**src/rtl/seven_seg_capture.sv**
```systemverilog
// Receive-side capture of a multiplexed common-anode 7-segment display.
// Samples the digit-enable, segment and dot lines, waits for a stable pattern, and decodes it back to a hex nibble per digit.
module seven_seg_capture #(
  parameter int unsigned STABLE_CYCLES = 4
) (
  input  logic        i_clk,
  input  logic        i_rst,
  input  logic        i_e0,
  input  logic        i_e1,
  input  logic        i_e2,
  input  logic        i_a,
  input  logic        i_b,
  input  logic        i_c,
  input  logic        i_d,
  input  logic        i_e,
  input  logic        i_f,
  input  logic        i_g,
  input  logic        i_dot,
  input  logic        i_clr_err,
  output logic [11:0] o_value,
  output logic [2:0]  o_digit_valid,
  output logic [2:0]  o_dot_seen,
  output logic        o_update,
  output logic        o_pattern_err
);

  localparam logic [7:0] L_STABLE = 8'(STABLE_CYCLES);

  // Returns {legal, nibble}; segment order is a..g with a in the MSB, active-high.
  function automatic logic [4:0] glyph_decode(input logic [6:0] seg);
    logic [4:0] res;
    case (seg)
      7'h7E:   res = {1'b1, 4'h0};
      7'h30:   res = {1'b1, 4'h1};
      7'h6D:   res = {1'b1, 4'h2};
      7'h79:   res = {1'b1, 4'h3};
      7'h33:   res = {1'b1, 4'h4};
      7'h5B:   res = {1'b1, 4'h5};
      7'h5F:   res = {1'b1, 4'h6};
      7'h70:   res = {1'b1, 4'h7};
      7'h7F:   res = {1'b1, 4'h8};
      7'h7B:   res = {1'b1, 4'h9};
      7'h77:   res = {1'b1, 4'hA};
      7'h1F:   res = {1'b1, 4'hB};
      7'h4E:   res = {1'b1, 4'hC};
      7'h3D:   res = {1'b1, 4'hD};
      7'h4F:   res = {1'b1, 4'hE};
      7'h47:   res = {1'b1, 4'hF};
      default: res = 5'b0_0000;
    endcase
    return res;
  endfunction

  // Raw (active-low) sample {e2,e1,e0,a..g,dot}; all ones means nothing selected.
  logic [10:0] r_raw;
  logic [10:0] r_prev;
  logic [7:0]  r_cnt;

  logic [2:0]  w_en;
  logic [6:0]  w_seg;
  logic        w_dp;
  logic        w_one_hot;
  logic        w_multi;
  logic        w_same;
  logic [1:0]  w_idx;
  logic [4:0]  w_glyph;
  logic        w_blank;
  logic [7:0]  w_cnt_next;
  logic        w_decode;
  logic        w_err_new;

  assign w_en      = ~r_raw[10:8];
  assign w_seg     = ~r_raw[7:1];
  assign w_dp      = ~r_raw[0];
  assign w_one_hot = (w_en == 3'b001) || (w_en == 3'b010) || (w_en == 3'b100);
  assign w_multi   = (w_en[0] & w_en[1]) | (w_en[0] & w_en[2]) | (w_en[1] & w_en[2]);
  assign w_same    = (r_raw == r_prev);
  assign w_glyph   = glyph_decode(w_seg);
  assign w_blank   = (w_seg == 7'h00);
  assign w_err_new = w_multi | (w_decode & ~w_blank & ~w_glyph[4]);

  // Selected digit index from the one-hot enable vector.
  always_comb begin
    case (w_en)
      3'b001:  w_idx = 2'd0;
      3'b010:  w_idx = 2'd1;
      3'b100:  w_idx = 2'd2;
      default: w_idx = 2'd0;
    endcase
  end

  // Stability count saturates at the threshold so a held pattern decodes only once.
  always_comb begin
    w_cnt_next = 8'd0;
    w_decode   = 1'b0;
    if (!w_one_hot) begin
      w_cnt_next = 8'd0;
    end else if (!w_same) begin
      w_cnt_next = 8'd1;
    end else if (r_cnt < L_STABLE) begin
      w_cnt_next = r_cnt + 8'd1;
    end else begin
      w_cnt_next = L_STABLE;
    end
    if (w_one_hot && (w_cnt_next == L_STABLE) && (!w_same || (r_cnt != L_STABLE))) begin
      w_decode = 1'b1;
    end else begin
      w_decode = 1'b0;
    end
  end

  // Input sampling, stability tracking and registered decode outputs.
  always_ff @(posedge i_clk) begin
    if (i_rst) begin
      r_raw         <= 11'h7FF;
      r_prev        <= 11'h7FF;
      r_cnt         <= 8'd0;
      o_value       <= 12'h000;
      o_digit_valid <= 3'b000;
      o_dot_seen    <= 3'b000;
      o_update      <= 1'b0;
      o_pattern_err <= 1'b0;
    end else begin
      r_raw    <= {i_e2, i_e1, i_e0, i_a, i_b, i_c, i_d, i_e, i_f, i_g, i_dot};
      r_prev   <= r_raw;
      r_cnt    <= w_cnt_next;
      o_update <= w_decode;
      for (int i = 0; i < 3; i++) begin
        if (w_decode && (w_idx == 2'(i))) begin
          if (w_glyph[4]) begin
            o_value[4*i +: 4] <= w_glyph[3:0];
            o_digit_valid[i]  <= 1'b1;
            o_dot_seen[i]     <= w_dp;
          end else begin
            o_digit_valid[i]  <= 1'b0;
          end
        end
      end
      if (w_err_new) begin
        o_pattern_err <= 1'b1;
      end else if (i_clr_err) begin
        o_pattern_err <= 1'b0;
      end
    end
  end

endmodule

```
**config.mk**
```make
export PLATFORM = sky130hd
export DESIGN_NAME = seven_seg_capture
export DESIGN_NICKNAME = d
export VERILOG_FILES = /design/src/rtl/seven_seg_capture.sv
export SDC_FILE = /design/constraint.sdc
export NUM_CORES = 1
export LEC_CHECK = 0
export CAP_MARGIN = 20
export CORE_MARGIN = 2
export CORE_UTILIZATION = 53
export DETAILED_ROUTE_END_ITERATION = 8
export MAX_ROUTING_LAYER = met4
export PLACE_DENSITY = 0.8
export SETUP_SLACK_MARGIN = 0.02
export SYNTH_ARGS = -nofsm -noshare
export SYNTH_HDL_FRONTEND = slang
export SYNTH_SLANG_ARGS = --single-unit
```
**constraint.sdc**
```tcl
create_clock -name i_clk -period 3 [get_ports i_clk]
set_clock_uncertainty 0.15 [all_clocks]
set_input_delay 0.45 -clock i_clk [delete_from_list [all_inputs] [get_ports i_clk]]
set_output_delay 0.45 -clock i_clk [all_outputs]
set_load 0.005 [all_outputs]
```
==> out/qor.yml <==
detailed_routing:
  num_vias: 1755
  drtIter0Drc: 96
  routed_wl_um: 4310
  postRouteAntennaNets: 0
  drc: 0
  wl_per_cell_um: 13.2
  drt_first_pass_iters: 5
  viasPerCell: 5.38
sta:
  worst-slew-pin-transition_ns: 0.619
  final.setup.worst_slack_ns: 0.487
  whs_ns: 0.315
  hold_viol_final: 0
  report.final.slew_viol_count: 0
  finalSetupTns_ns: 0
  fmax_mhz: 398
  setup_violations: 0
  min_period_ns: 2.51
  fin_crit_sh_pct: 83.8
  relSlewSlack_pct: 58.6
  grt_setup_unrepaired: "no"
setup_path:
  rr_endpoint: "o_value[10]"
  r2r_cells: 6
  start_kind: "flip-flop"
  crit_type: "flip-flop to flip-flop"
  critPathRequiredTime_ns: 3.04
  path_max_fanout: 17
  endpoint_kind: "flip-flop"
  rr_startpoint: "r_raw[4]"
  crit_arrival_ns: 2.56
  ff2ff_setup_slack_ns: 0.49
clocking:
  clk_latency_ns: 0.30
  clockBufferDepth: 2
  htreeDepth: 2
  post_cts_buffers: 0
  cts_root_buffer: "clkbuf_8"
  cts_hold_buf: 0
  cts_tree: "yes"
  cts_buffers: 5
  ctsResizeCount: 0
  cts_sinks: 50
  path_clk_slew_ns: 0.08
run:
  cap_violations: 0
placement:
  io_buffers: 33
  place_area_um2: 2600
  gp_congestion: 0.853
  post-dp-hpwl_um: 3080
  dp_worst_setup_slack_ns: 0.554
  dp_cells: 318
finish:
  fin_nets: 289
  utilization_pct: 62.6
  multi_input_area_um2: 1170
  fill_cells: 365
  fin_area_um2: 2690
  drive_above_1_share_pct: 19.3
  area_delta_synth_final_pct: 16.0
  final_cells: 326
  antenna_cells: 0
  register_area_um2: 1000
power:
  p_leak_nw: 0.990
  pwr-share-comb_pct: 8.4
  seq_power_share_pct: 58.8
  power_mw: 1.21
  p_per_area_nw_per_um2: 450
  p_int_mw: 0.927
  switching_share_pct: 23.5
  clkPwrFrac_pct: 32.9
  p_sw_mw: 0.284
  ir_worst_vdd_mv: 0.251
yosys:
  syn_area_um2: 2320
  ys_seq_area_share_pct: 43.2
  netlist.area_leader.share_pct: 43.2
  ys_warn_count: 0
  synth-seq-cells: 50
  syn_area_per_cell_um2: 9.42
  synthCells: 246
  ys_types: 58
  yosysTopAreaCell: "dfxtp_1"
  synthTopCellsByArea: "dfxtp_1 43%, or2_2 6.2%, xnor2_1 4.5%"
worst_hold_path:
  worstHoldPathCells: 2
  holdPathEnd: "o_value[0]"
  worstHoldStart: "o_value[0]"
  hold_class: "flip-flop to flip-flop"
floorplanning:
  io_pins: 34
  rows: 24
  initial_utilization_pct: 54.0
  design.die.area_um2: 4920
  die_h_um: 70.1
  core-area_um2: 4290
  die_x_um: 70.1
global_routing:
  grt_antenna_before_repair: 0
  overflow: 0
  grt_pass1_vias: 1620
  grt_pass1_wl_um: 7450
  grt_usage_pct: 19.7
  grt_max_degree: 19
status:
  status: "completed"
cells by family (layout without fill, tap and decap cells):
family,after synthesis,count (layout),synth area share (%)
AO/OA/AOI/OAI,42,42,11.8
AND/OR/NAND/NOR,107,107,27.8
adder cells (fa/ha/maj),2,2,1.08
flip-flops,50,50,43.2
multiplexers,9,9,4.21
XOR/XNOR,13,13,4.91
buffers and inverters,22,46,6.80
other,1,5,0.162
metal layers:
metal  vias up  GRT usage [%]  routed length (um)
met4         0           8.76                 125
met1       798           25.3                2040
met3        12           5.34                 186
met2        50           29.1                1960
li1        895              -                   -
met5         -              -                   0
layout make-up:
class                           count  area share, %
Sequential cell                    50           37.2
Multi-Input combinational cell    178           43.7
Inverter                            3          0.419
Clock inverter                      1          0.186
Timing Repair Buffer               35           12.8
Tap cell                           52           2.42
Clock buffer                        7           3.21
flip-flops by register name, indices dropped and copies added (netlist names):
name	flops
o_value	12
r_cnt	8
r_prev	11
r_raw	11
o_digit_valid	3
o_dot_seen	3
o_pattern_err	1
o_update	1
layout by cell type (no fill, tap or decap), types with 2 or more instances in the layout:
cell type        synthesis  final
nor3_1                   3      3
nand3b_1                 4      4
nand4_1                  6      6
or2_1                    2      2
o211ai_1                 4      4
nand2_1                 19     19
a211oi_1                 2      2
clkbuf_8                 2      6
nor4b_1                  2      2
dfxtp_1                 50     50
buf_4                    4      2
inv_1                    3      3
nor2_1                  11     11
a21oi_1                 13     13
or3_4                    2      2
ha_1                     2      2
conb_1                   1      5
nand3_1                  8      8
xnor2_1                 12     12
mux2_2                   2      2
a311oi_1                 3      3
mux2i_1                  6      6
o21ai_0                 10     10
or2_2                   23     23
clkdlybuf4s50_1          0     33
a31oi_1                  2      2
and2b_2                  4      4
nor2b_1                  6      6
how the worst max path moves through the flow:
stage             endpoint      from
2_1_floorplan  o_value[10]  r_cnt[4]
4_1_cts         o_value[6]  r_raw[4]
3_3_place_gp   o_value[10]  r_raw[4]
3_5_place_dp    o_value[6]  r_raw[4]
6_report       o_value[10]  r_raw[4]
5_1_grt        o_value[10]  r_raw[4]
power groups by stage:
stage	sequential (mW)	clock (mW)	combinational (mW)
global placement	0.726	0	0.0997
CTS	0.711	0.402	0.102
detailed placement	0.727	0	0.101
floorplan	0.707	0	0.0954
finish	0.712	0.398	0.101
global route	0.716	0.431	0.114
worst max-delay path, cell delays in order (launching register included):
cell and delay [ns]:
dfxtp_1 0.66, nor3_1 0.14, a22o_1 0.27, a31oi_1 0.22, and4b_4 0.37, nand3b_1 0.23
mux2_2 0.36
synth_stat cells (all sizes together):
library cell,instances
dfxtp,50
or2,25
nand2,19
a21oi,13
buf,13
nor2,12
xnor2,12
o21ai,10
nand3,8
clkbuf,6
mux2i,6
nand4,6
nor2b,6
and2b,4
nand3b,4
nor3,4
o211ai,4
a311oi,3
and3,3
inv,3
mux2,3
or3,3
a211oi,2
a22o,2
a31oi,2
and2,2
and4,2
ha,2
nor4b,2
a21boi,1
a2bb2oi,1
a31o,1
and3b,1
and4b,1
conb,1
nand2b,1
nor3b,1
nor4,1
o21bai,1
o31a,1
o41ai,1
or3b,1
or4,1
xor2,1
No activity file was read; power rests on OpenSTA's default activity.
